<file path="config.mk">
export PLATFORM = sky130hd
export DESIGN_NAME = hello_char_sequencer
export DESIGN_NICKNAME = d
export VERILOG_FILES = /design/src/rtl/hello_char_sequencer.sv
export SDC_FILE = /design/constraint.sdc
export NUM_CORES = 1
export LEC_CHECK = 0
export CORE_AREA = 5 5 69 102
export DETAILED_ROUTE_END_ITERATION = 7
export DIE_AREA = 0 0 74 107
export PLACE_DENSITY_LB_ADDON = 0.2
export SLEW_MARGIN = 10
export SYNTH_ARGS = -nofsm -noshare
export SYNTH_HDL_FRONTEND = slang
export SYNTH_SLANG_ARGS = --single-unit
</file>
<file path="constraint.sdc">
create_clock -name clk -period 2.4 [get_ports clk]
set_input_delay 0.48 -clock clk [delete_from_list [all_inputs] [get_ports clk]]
set_output_delay 0.48 -clock clk [all_outputs]
set_load 0.03 [all_outputs]
</file>
<file path="src/rtl/hello_char_sequencer.sv">
// Paced character sequencer that feeds the "HELLO" scroll register chain.
// Emits one 3-bit character code per step with a load strobe and a 7-segment image.
module hello_char_sequencer #(
  parameter int unsigned TICK_DIV = 50_000_000,
  parameter int unsigned CNT_W    = 26
) (
  input  logic       clk,
  input  logic       reset,
  input  logic       run,
  output logic [2:0] char_code,
  output logic       shift_en,
  output logic       frame_done,
  output logic [6:0] seg
);

  localparam logic [CNT_W-1:0] CNT_LAST = CNT_W'(TICK_DIV - 1);
  localparam logic [CNT_W-1:0] CNT_ONE  = CNT_W'(1);

  localparam logic [2:0] CODE_H     = 3'd0;
  localparam logic [2:0] CODE_E     = 3'd1;
  localparam logic [2:0] CODE_L     = 3'd2;
  localparam logic [2:0] CODE_O     = 3'd3;
  localparam logic [2:0] CODE_BLANK = 3'd4;

  localparam logic [6:0] SEG_H     = 7'h09;
  localparam logic [6:0] SEG_E     = 7'h06;
  localparam logic [6:0] SEG_L     = 7'h47;
  localparam logic [6:0] SEG_O     = 7'h40;
  localparam logic [6:0] SEG_BLANK = 7'h7F;

  typedef enum logic [2:0] {
    IDLE = 3'd0,
    S_H  = 3'd1,
    S_E  = 3'd2,
    S_L1 = 3'd3,
    S_L2 = 3'd4,
    S_O  = 3'd5,
    S_B  = 3'd6
  } state_t;

  state_t           state_q,  state_d;
  logic [CNT_W-1:0] cnt_q,    cnt_d;
  logic [2:0]       code_q,   code_d;
  logic [6:0]       seg_q,    seg_d;
  logic             shift_q,  shift_d;
  logic             frame_q,  frame_d;
  logic             step_c;

  // Word order; the blank step wraps back to H indefinitely.
  function automatic state_t next_state(input state_t s);
    state_t n;
    n = S_H;
    case (s)
      S_H:     n = S_E;
      S_E:     n = S_L1;
      S_L1:    n = S_L2;
      S_L2:    n = S_O;
      S_O:     n = S_B;
      S_B:     n = S_H;
      default: n = S_H;
    endcase
    return n;
  endfunction

  function automatic logic [2:0] code_of(input state_t s);
    logic [2:0] c;
    c = CODE_BLANK;
    case (s)
      S_H:        c = CODE_H;
      S_E:        c = CODE_E;
      S_L1, S_L2: c = CODE_L;
      S_O:        c = CODE_O;
      default:    c = CODE_BLANK;
    endcase
    return c;
  endfunction

  function automatic logic [6:0] seg_of(input logic [2:0] c);
    logic [6:0] g;
    g = SEG_BLANK;
    case (c)
      CODE_H:  g = SEG_H;
      CODE_E:  g = SEG_E;
      CODE_L:  g = SEG_L;
      CODE_O:  g = SEG_O;
      default: g = SEG_BLANK;
    endcase
    return g;
  endfunction

  // Next-state, prescaler and output image; run==0 freezes everything.
  always_comb begin
    state_d = state_q;
    cnt_d   = cnt_q;
    code_d  = code_q;
    seg_d   = seg_q;
    shift_d = 1'b0;
    frame_d = 1'b0;
    step_c  = 1'b0;

    if (run) begin
      if (state_q == IDLE) begin
        state_d = S_H;
        cnt_d   = '0;
        step_c  = 1'b1;
      end else if (cnt_q == CNT_LAST) begin
        state_d = next_state(state_q);
        cnt_d   = '0;
        step_c  = 1'b1;
      end else begin
        cnt_d = cnt_q + CNT_ONE;
      end
    end

    if (step_c) begin
      code_d  = code_of(state_d);
      seg_d   = seg_of(code_d);
      shift_d = 1'b1;
      frame_d = (state_d == S_B);
    end
  end

  always_ff @(posedge clk) begin
    if (!reset) begin
      state_q <= IDLE;
      cnt_q   <= '0;
      code_q  <= CODE_BLANK;
      seg_q   <= SEG_BLANK;
      shift_q <= 1'b0;
      frame_q <= 1'b0;
    end else begin
      state_q <= state_d;
      cnt_q   <= cnt_d;
      code_q  <= code_d;
      seg_q   <= seg_d;
      shift_q <= shift_d;
      frame_q <= frame_d;
    end
  end

  assign char_code  = code_q;
  assign seg        = seg_q;
  assign shift_en   = shift_q;
  assign frame_done = frame_q;

endmodule

</file>
Yosys cells after proc, flatten, opt, wreduce, memory -nomap -nowiden:

Cells that the tools add are included.

* bits in registers: 41
* output and inout bits: 12
* memories kept: 0
* memory bits (read-only): 0
* logic and storage cells: 39
* bits in latches: 0
* memory bits (writable): 0

* reductions and logical operators: 4
* multiplexer cells: 13
* divide/modulo/power cells: 0
* add/subtract/negate cells: 1
* shifts and indexed selects: 0
* $mul: 0
* order comparisons: 0
* bitwise operators: 0
* eq/ne operators: 15

Operators with widths (number)
* 2-to-1 mux 26 bit: 2
* one-hot mux 7 bit (4 select lines): 1
* adder 26 x 1 -> 26 bit, second input constant: 1
* == test 26 bit, second input constant: 1
* == test 3 x 2 -> 1 bit, second input constant: 6
* == test 3 bit, second input constant: 5
* one-hot mux 3 bit (5 select lines): 1
* 2-to-1 mux 3 bit: 4
* one-hot mux 3 bit (4 select lines): 1
* == test 3 x 1 -> 1 bit, second input constant: 3
* logical NOT 3 bit: 2
* 2-to-1 mux 1 bit: 4
* AND reduction 2 bit: 1
* OR reduction 2 bit: 1

Longest topological paths before layout:

* word-level depth: 11
* gate-level depth with buffers: 7
* mapped depth without buffers: 6

Least setup slack after synthesis:

Ideal clock, no wire load.

* kind: reg-to-reg
* start: register cnt_q[8]
* end: register cnt_q[11]
* data arrival time: 1.885 ns
* setup time: 0.119 ns
* buffers on the path: 1
* path slack: 0.396 ns
* stages on the path, launching flop included: 7
* period minus slack after synthesis: 2.004 ns
* path through: dfxtp_1 buf_6 or4b_1 or4_4 o31ai_4 a31oi_1 o221a_1

* cells in the longest elaborated chain, start to end: 3
* elaborated cells on any way between the ends: 4

RTL lines
* start: declaration: RTL line 42 `logic [CNT_W-1:0] cnt_q, cnt_d;`
* start signal: assignment: RTL line 133 `cnt_q <= cnt_d;`
* adder 26 x 1 -> 26 bit or == test 26 bit (tied branches): RTL line 111, 106
* 2-to-1 mux 26 bit (*): RTL line 106 `end else if (cnt_q == CNT_LAST) begin`
* 2-to-1 mux 26 bit (*): RTL line 102 `if (state_q == IDLE) begin`

Every way passes the cells marked *; elsewhere a longest branch is shown, timed or not.
A chain may end at the register's enable or synchronous reset.

Final worst setup path:

* start: register cnt_q[24]
* end: register cnt_q[11]

* cells in the longest elaborated chain, start to end: 3

RTL lines (RTL line)
* == test 26 bit: 106
* 2-to-1 mux 26 bit: 106
* 2-to-1 mux 26 bit: 102

No other way between the ends.

==> impl_metrics.py <==
metrics = {
    "clock_network": {
        "htreeDepth": 2,
        "clk_pin_slew_ns": 0.08,
        "ctsResizeCount": 0,
        "cts_made_buffers": 5,
        "cts_tree": "built",
        "postCtsSetupBuffers": 0,
        "cts.sinks": 39,
        "cts_buffer_depth": 2,
        "ctsHoldBuffers": 0,
        "clkLatencyLatePin_ns": 0.29,
        "cts.root.buffer_cell": "clkbuf_8",
    },
    "detailed_routing": {
        "drtPass1Iterations": 5,
        "ant_nets": 0,
        "vias": 1760,
        "drcViolationCount": 0,
        "drtIter0Drc": 66,
        "vias_per_cell": 5.33,
        "finalWirelength_mm": 4.74,
        "wl_per_cell_um": 14.3,
    },
    "global_route": {
        "antenna_found_initial": 0,
        "grt_max_degree": 21,
        "grt_pass1_vias": 1744,
        "grt_overflow": 0,
        "grt_first_pass_wirelength_mm": 8.11,
        "grt_usage_pct": 13.2,
    },
    "worst_setup_path": {
        "crit_path_end_kind": "flop",
        "crit_slowest_cell": "or4b_1",
        "endpoint": "cnt_q[11]",
        "path_cells": "or4b_1, or4_4, o31ai_4, a31oi_1, o221a_1",
        "arrival_ns": 2.30,
        "ff2ff_path_depth": 5,
        "critPathKind": "reg2reg",
        "r2r_end": "cnt_q[11]",
        "cp_max_fo": 4,
        "cp_data_required_time_ns": 2.59,
        "r2r_slack_ns": 0.29,
        "slowest_delay_ns": 0.53,
        "start_kind": "flop",
        "crit_start": "cnt_q[24]",
        "r2r_start": "cnt_q[24]",
    },
    "logic_synthesis": {
        "yosys-top-cells-area": "dfxtp_1, xor2_1, nor2_1",
        "syn_nets": 238,
        "postSynthAreaPerCell_um2": 8.70,
        "syn_area_um2": 2040,
        "ys_top_cells_by_count": "dfxtp_1, nor2_1, nand2_1",
        "ys_async_sr_fraction_pct": 0,
        "synthCells": 234,
        "synth.top_cell.area_share_pct": 38.3,
        "seq_area_frac_synth_pct": 38.3,
        "yosysTopAreaCell": "dfxtp_1",
        "synthDistinctLibCells": 53,
        "yosysWarnings": 0,
        "synth.most_common_cell": "dfxtp_1",
        "ys_ff_latch": 39,
        "synth-edff-count": 0,
        "synthFlopType": "dfxtp_1",
    },
    "timing": {
        "whs_ns": 0.482,
        "report.final.hold_viol_count": 0,
        "period_share_pct": 87.9,
        "slew_violations": 0,
        "min_period_ns": 2.11,
        "setup_viol": 0,
        "fmax_mhz": 474,
        "slew-limit-headroom_pct": 67.0,
        "tightest_slew_ns": 0.491,
        "setup_ws_ns": 0.290,
        "fin_skew_ns": 0.00463,
        "fin_tns_setup_ns": 0,
        "grt_setup_unrepaired": "no",
    },
    "place": {
        "portBuffers": 14,
        "dpl.cell_count": 322,
        "gp_congestion": 0.785,
        "hpwl_mm": 3.63,
        "dpl_worst_slack_ns": 0.139,
    },
    "power": {
        "ir_drop_mv": 0.299,
        "power_density_nw_per_um2": 578,
        "leakage_nw": 0.820,
    },
    "cells_and_area": {
        "final.fill_count": 655,
        "post-route-util_pct": 38.7,
        "nets": 259,
        "final_cells": 330,
        "diodes": 0,
        "drive_above_1_share_pct": 13.3,
        "syn2layout_area_growth_pct": 15.5,
    },
    "run": {
        "cap_violations": 0,
    },
    "hold_path": {
        "holdPathStages": 2,
        "hold_class": "reg2reg",
    },
    "floorplanning": {
        "die_x_um": 74,
        "pin_count": 15,
        "rows": 35,
        "initial_core_util_pct": 33.5,
        "fp.dieArea_um2": 7920,
        "die_height_um": 107,
        "core_area_um2": 6090,
    },
    "run_status": {
        "status": "completed",
    },
}
[how the worst min path moves through the flow]
| stage | start | end | slack (ns) |
|---|---|---|---|
| floorplan | cnt_q[1] | cnt_q[1] | 0.46 |
| global placement | char_code[0] | char_code[0] | 0.47 |
| detailed placement | cnt_q[1] | cnt_q[1] | 0.48 |
| CTS | cnt_q[1] | cnt_q[1] | 0.49 |
| global route | seg[3] | seg[3] | 0.52 |
| finish | cnt_q[1] | cnt_q[1] | 0.48 |
[layout make-up]
cell class                      count  area [µm²]  share of cell area [%]
Timing Repair Buffer               28         245                    10.4
Multi-Input combinational cell    173        1090                    46.2
Tap cell                           74        92.6                    3.93
Clock buffer                        6        82.6                    3.51
Sequential cell                    39         781                    33.2
Clock inverter                      2        35.0                    1.49
Inverter                            8        30.0                    1.28
[stage by stage]
stage	power, mW	area [µm²]
after floorplan	0.767	2040
after global placement	0.802	2240
after detailed placement	0.800	2240
after CTS	1.37	2350
after global routing	1.41	2350
final	1.36	2350
[placed cells by master, fill, tap and decap left out, types with 3 or more instances in the layout]
master,instances
dfxtp_1,39
nor2_1,32
nand2_1,18
nand3_1,17
xor2_1,16
nand4_1,14
clkdlybuf4s50_1,14
buf_4,14
nor3_1,8
inv_1,7
a21oi_1,7
clkbuf_8,6
and3_1,4
o211ai_1,4
o21ai_0,4
nand4b_1,3
xnor2_1,3
o21a_1,3
[where the power goes]
group          switching [mW]  leakage, nW  internal (mW)  total [mW]
Combinational          0.0709        0.443         0.0456       0.117
Clock                   0.239       0.0612          0.337       0.576
Sequential             0.0100        0.316          0.657       0.667
[critical path, delay by kind of cell (launching register included)]
family           cells  cell delay, ns
AO/OA/AOI/OAI        3            0.66
flip-flops           1            0.35
AND/OR/NAND/NOR      2            1.00
[metal layers]
metal / GRT usage [%] / wire [µm]
met1: 14.6 / 1920
met3: 2.44 / 137
met2: 23.5 / 2570
met5: 0 / 0
met4: 6.09 / 111
[sequential cells by signal (all words and copies together) (netlist names)]
register,count
shift_en,1
frame_done,1
state_q,3
seg,5
cnt_q,26
char_code,3
[kinds of logic (layout without fill, tap and decap cells)]
| kind of cell | after synthesis | count (layout) | synth area share (%) |
|---|---|---|---|
| AND/OR/NAND/NOR | 120 | 120 | 32.4 |
| multiplexers | 1 | 1 | 0.491 |
| adder cells (fa/ha/maj) | 1 | 1 | 0.614 |
| AO/OA/AOI/OAI | 32 | 32 | 11.7 |
| flip-flops | 39 | 39 | 38.3 |
| buffers and inverters | 22 | 44 | 8.29 |
| XOR/XNOR | 19 | 19 | 8.17 |
Note: power is estimated with default switching activity, not from simulation.
==> edit 1: new RTL, config.mk and constraints unchanged <==
Set the parameter `CNT_W` to 52 (it was 26).
--- a/src/rtl/hello_char_sequencer.sv
+++ b/src/rtl/hello_char_sequencer.sv
@@ -2,7 +2,7 @@
 // Emits one 3-bit character code per step with a load strobe and a 7-segment image.
 module hello_char_sequencer #(
   parameter int unsigned TICK_DIV = 50_000_000,
-  parameter int unsigned CNT_W    = 26
+  parameter int unsigned CNT_W    = 52
 ) (
   input  logic       clk,
   input  logic       reset,
Formal check against the unedited RTL: same outputs for any inputs over 10 cycles, from zero or initial values and one cycle with reset low; that may be too few to reach the edited logic, so the function may still have changed.
==> edit 1 against the original RTL <==
Sequential cell count increased by 26. Critical path type unchanged. Worst setup slack worse by 0.34 ns. Synthesized cell count grew 65%. Sequential share of layout area is 1.2 points lower. Worst hold slack better by 0.010 ns. Wire length is 72% higher. Area after synthesis rose by 56%. The run now ends with setup timing left. Total power grew 61%. Final area grew 73%. Count of clock-buffer cells in the layout up 4.
==> edit 1: results <==
[routing]
wl_um = 8130
route.met2.wl_um = 4206
met1_length_um = 3323
firstDrtPassIters = 4
met3_length_um = 290
drt_iter0_markers = 170
vias = 2985
wl_per_cell_um = 15.40

[layout]
antenna_cells = 0
largest_reg_flops = 52
layout.nets = 453
drive_above_1_share_pct = 22.03

[placed_design]
dp.cells = 507
dp_slack_ns = -0.09566
place.gp.congestion = 0.8814
place_hpwl_um = 5712
place_area_um2 = 3685

[clocking]
clock_latency_ns = 0.35
cts_made_buffers = 9
htree_levels = 3

[yosys]
synth_common_cells = dfxtp_1, nor2_1, nand2_1
postSynthAreaPerCell_um2 = 8.220
ys_types = 42
synth_seq_area_share_pct = 41.01
syn_nets = 390
synth.area.top_cells = dfxtp_1, nor2_1, xnor2_1
postSynth.asyncResetShare_pct = 0

[grt]
grt_pass1_wl_um = 13190
track_usage_pct = 21.29
first_global_vias = 2838
use_met3_pct = 4.784
grt_max_degree = 31
globalRouteMet1Util_pct = 24.35

[pwr]
vdd_drop_max_uv = 392.8
p_leak_nw = 1.359

[setup_path]
cp_max_fo = 8
critPathMaxStageDelay_ns = 0.52
crit_slowest_cell = or4_4
cp.arrival_ns = 2.69

[sta]
finClkSkew_ns = 0.008167
setup-tns-final_ns = -1.184
setup_ws_ns = -0.04963
setup_viol = 50

[run_status]
violations = setup timing
status = finished with violations
==> edit 1: metrics by stage <==
step | hold slack (ns) | util (%)
2_1_floorplan | 0.4683 | -
3_3_place_gp | 0.4714 | 60.53
3_5_place_dp | 0.4729 | 60.53
4_1_cts | 0.4831 | 63.78
5_1_grt | 0.5228 | 66.95
6_report | 0.4921 | 66.95
==> edit 1: report_power, final <==
group,switching (W),internal [W]
combinational,0.0000897,0.0000742
sequential,0.00000856,0.00109
clock,0.000429,0.000500
total,0.000527,0.00166
==> edit 1: cell type report <==
| cell class | count | area (um^2) |
|---|---|---|
| well taps | 74 | 92.59 |
| clock inverters | 6 | 57.56 |
| flip-flops and latches | 65 | 1303 |
| inverters | 10 | 37.54 |
| multi-input cells | 296 | 1831 |
| clock buffers | 10 | 137.6 |
| fillers | 512 | 2012 |
| repair buffers | 67 | 616.8 |
==> edit 1: repair_timing <==
item                       CTS  global route
setup endpoints to repair   45            59
resized for setup            1            31
cloned                       0             3
buffers inserted             0             3
pin swaps                    1            12
==> edit 1: worst paths after layout <==
check                            start                        end  slack, ns  cells after the start
max             cnt_q[27]$_SDFFE_PN0P_     cnt_q[23]$_SDFFE_PN0P_      -0.05                      8
min          char_code[1]$_SDFFE_PN0P_  char_code[1]$_SDFFE_PN0P_       0.49                      2
max reg2reg     cnt_q[27]$_SDFFE_PN0P_     cnt_q[23]$_SDFFE_PN0P_      -0.05                      8
min reg2reg  char_code[1]$_SDFFE_PN0P_  char_code[1]$_SDFFE_PN0P_       0.49                      2
==> edit 1: cells by family after synthesis <==
kind of cell | count (synthesis) | share of synthesized area (%)
DFF | 65 | 41.01
and+or+nand+nor | 212 | 34.35
AOI/OAI and AO/OA | 40 | 8.242
xor gates and xnor gates | 43 | 11.87
buffers and inverters | 25 | 4.140
adders and majority gates | 1 | 0.3943
==> edit 2: new RTL, same settings <==
Without the edit above. Re-encode `state_t` (7 states) as one-hot, 7 bits wide.
--- a/src/rtl/hello_char_sequencer.sv
+++ b/src/rtl/hello_char_sequencer.sv
@@ -28,14 +28,14 @@
   localparam logic [6:0] SEG_O     = 7'h40;
   localparam logic [6:0] SEG_BLANK = 7'h7F;
 
-  typedef enum logic [2:0] {
-    IDLE = 3'd0,
-    S_H  = 3'd1,
-    S_E  = 3'd2,
-    S_L1 = 3'd3,
-    S_L2 = 3'd4,
-    S_O  = 3'd5,
-    S_B  = 3'd6
+  typedef enum logic [6:0] {
+    IDLE = 7'b0000001,
+    S_H  = 7'b0000010,
+    S_E  = 7'b0000100,
+    S_L1 = 7'b0001000,
+    S_L2 = 7'b0010000,
+    S_O  = 7'b0100000,
+    S_B  = 7'b1000000
   } state_t;
 
   state_t           state_q,  state_d;
Function: same outputs for any inputs over 10 cycles, from zero or initial values and one cycle with reset low; not proved beyond that.
==> edit 2 against the original RTL <==
Sequential power rose by 12%. Total power rose by 1.8%. Sequential cell count rose by 4. Final area rose by 6.2%. Worst setup slack got worse by 0.015 ns. Synthesized cell count rose by 6.0%. Maximum frequency fell by 0.71%. Combinational power rose by 37%. Sequential share of layout area rose by 1.3 points. First-iteration DRC count fell by 7.6%. Critical path depth rose by 2. Wire length rose by 1.7%. Area after synthesis rose by 4.9%. Clock power fell by 17%.
==> edit 2: results <==
[setup_path]
ff2ff_path_depth = 7
r2r_setup_slack_ns = 0.27
startpoint = cnt_q[10]$_SDFFE_PN0P_
regToRegStartpoint = cnt_q[10]$_SDFFE_PN0P_
cp_max_fo = 6
cp.arrival_ns = 2.32
critPathCapture = seg[0]$_SDFFE_PN1P_
critPathMaxStageDelay_ns = 0.43
crit_slowest_cell = nor4b_1

[layout]
layout.nets = 273
drive_above_1_share_pct = 11.48
fillCellCount = 627
antenna_cells = 0

[grt]
track_usage_pct = 12.96
first_global_vias = 1674
grt_max_degree = 25
grt_pass1_wl_um = 8010
antenna_found_initial = 0

[placed_design]
place_hpwl_um = 3568
place.gp.congestion = 0.7623
dp.cells = 336
dp_slack_ns = 0.02444

[routing]
firstDrtPassIters = 4
wl_um = 4815
vias = 1780
drt_iter0_markers = 61
wl_per_cell_um = 14.00

[pwr]
vdd_drop_max_uv = 304.4
p_leak_nw = 0.9060

[yosys]
syn_nets = 252
synthCells = 248
ys_types = 51
synth_seq_area_share_pct = 40.30
synth.area.top_cells = dfxtp_1, xor2_1, nor2_1
synth_common_cells = dfxtp_1, nor2_1, nand2_1

[sta]
fin_crit_ns = 2.125
worst_pin_slew_ns = 0.5093
finClkSkew_ns = 0.01060

[clocking]
post_cts_buffers = 0
clock_latency_ns = 0.30
cts_buffer_depth = 2

[run_status]
status = finished, final reports clean
## edit 2: cell count changes after synthesis, sizes merged, moves of 4 or more
cell / change
o21ai: +7
nand2: +7
inv: -4
clkbuf: -4
nor2: +8
dfxtp: +4
nand3: -10
nor3b: +4
## edit 2: metrics by stage
| stage | total power (W) | instance area, um^2 |
|---|---|---|
| 2_1_floorplan | 0.0008655 | 2136 |
| 3_3_place_gp | 0.0009253 | 2406 |
| 3_5_place_dp | 0.0009253 | 2406 |
| 4_1_cts | 0.001406 | 2500 |
| 5_1_grt | 0.001443 | 2500 |
| 6_report | 0.001385 | 2500 |
## edit 2: where the power goes
part / internal (W) / leakage, nW / total (W) / switching [W]
combinational: 0.0000689 / 0.513 / 0.000160 / 0.0000907
sequential: 0.000730 / 0.349 / 0.000745 / 0.0000153
clock: 0.000208 / 0.0443 / 0.000480 / 0.000271
total: 0.00101 / 0.906 / 0.00138 / 0.000377
## edit 2: area by class of cell
| type | instances | share of cell area, % |
|---|---|---|
| clock buffer | 5 | 2.753 |
| clock inverter | 3 | 1.001 |
| timing repair buffer | 26 | 9.710 |
| multi-input combinational | 190 | 47.95 |
| sequential | 43 | 34.43 |
| tap | 74 | 3.704 |
| inverter | 3 | 0.4505 |
## edit 2: worst min path at each step
stage	from	endpoint	slack, ns	cells past startpoint
6_report	char_code[2]$_SDFFE_PN1P_	char_code[2]$_SDFFE_PN1P_	0.47	1
5_1_grt	char_code[0]$_SDFFE_PN0P_	char_code[0]$_SDFFE_PN0P_	0.50	2
4_1_cts	char_code[0]$_SDFFE_PN0P_	char_code[0]$_SDFFE_PN0P_	0.47	2
3_5_place_dp	char_code[2]$_SDFFE_PN1P_	char_code[2]$_SDFFE_PN1P_	0.45	1
3_3_place_gp	char_code[2]$_SDFFE_PN1P_	char_code[2]$_SDFFE_PN1P_	0.45	1
2_1_floorplan	cnt_q[19]$_SDFFE_PN0P_	cnt_q[19]$_SDFFE_PN0P_	0.46	2
## edit 2: kinds of logic after synthesis
| family | Yosys count | share of synthesized area [%] |
|---|---|---|
| multiplexers | 3 | 1.465 |
| adder cells (fa/ha/maj) | 1 | 0.5857 |
| AND/OR/NAND/NOR | 128 | 32.63 |
| AO/OA/AOI/OAI | 34 | 11.60 |
| flip-flops | 43 | 40.30 |
| buffers and inverters | 15 | 3.573 |
| XOR/XNOR | 24 | 9.842 |
## edit 2: metal layers
metal	global-route usage, %	part of all wire (%)
met5	0	0
met3	2.533	2.3
met4	4.275	1.5
met1	14.50	42
met2	23.67	55
## edit 2: worst max-delay path, delay by kind of cell, from the launching register on
family                 cells  cell delay, ns
AND/OR/NAND/NOR            5            1.35
buffers and inverters      1            0.22
flip-flops                 1            0.37
AO/OA/AOI/OAI              1            0.08
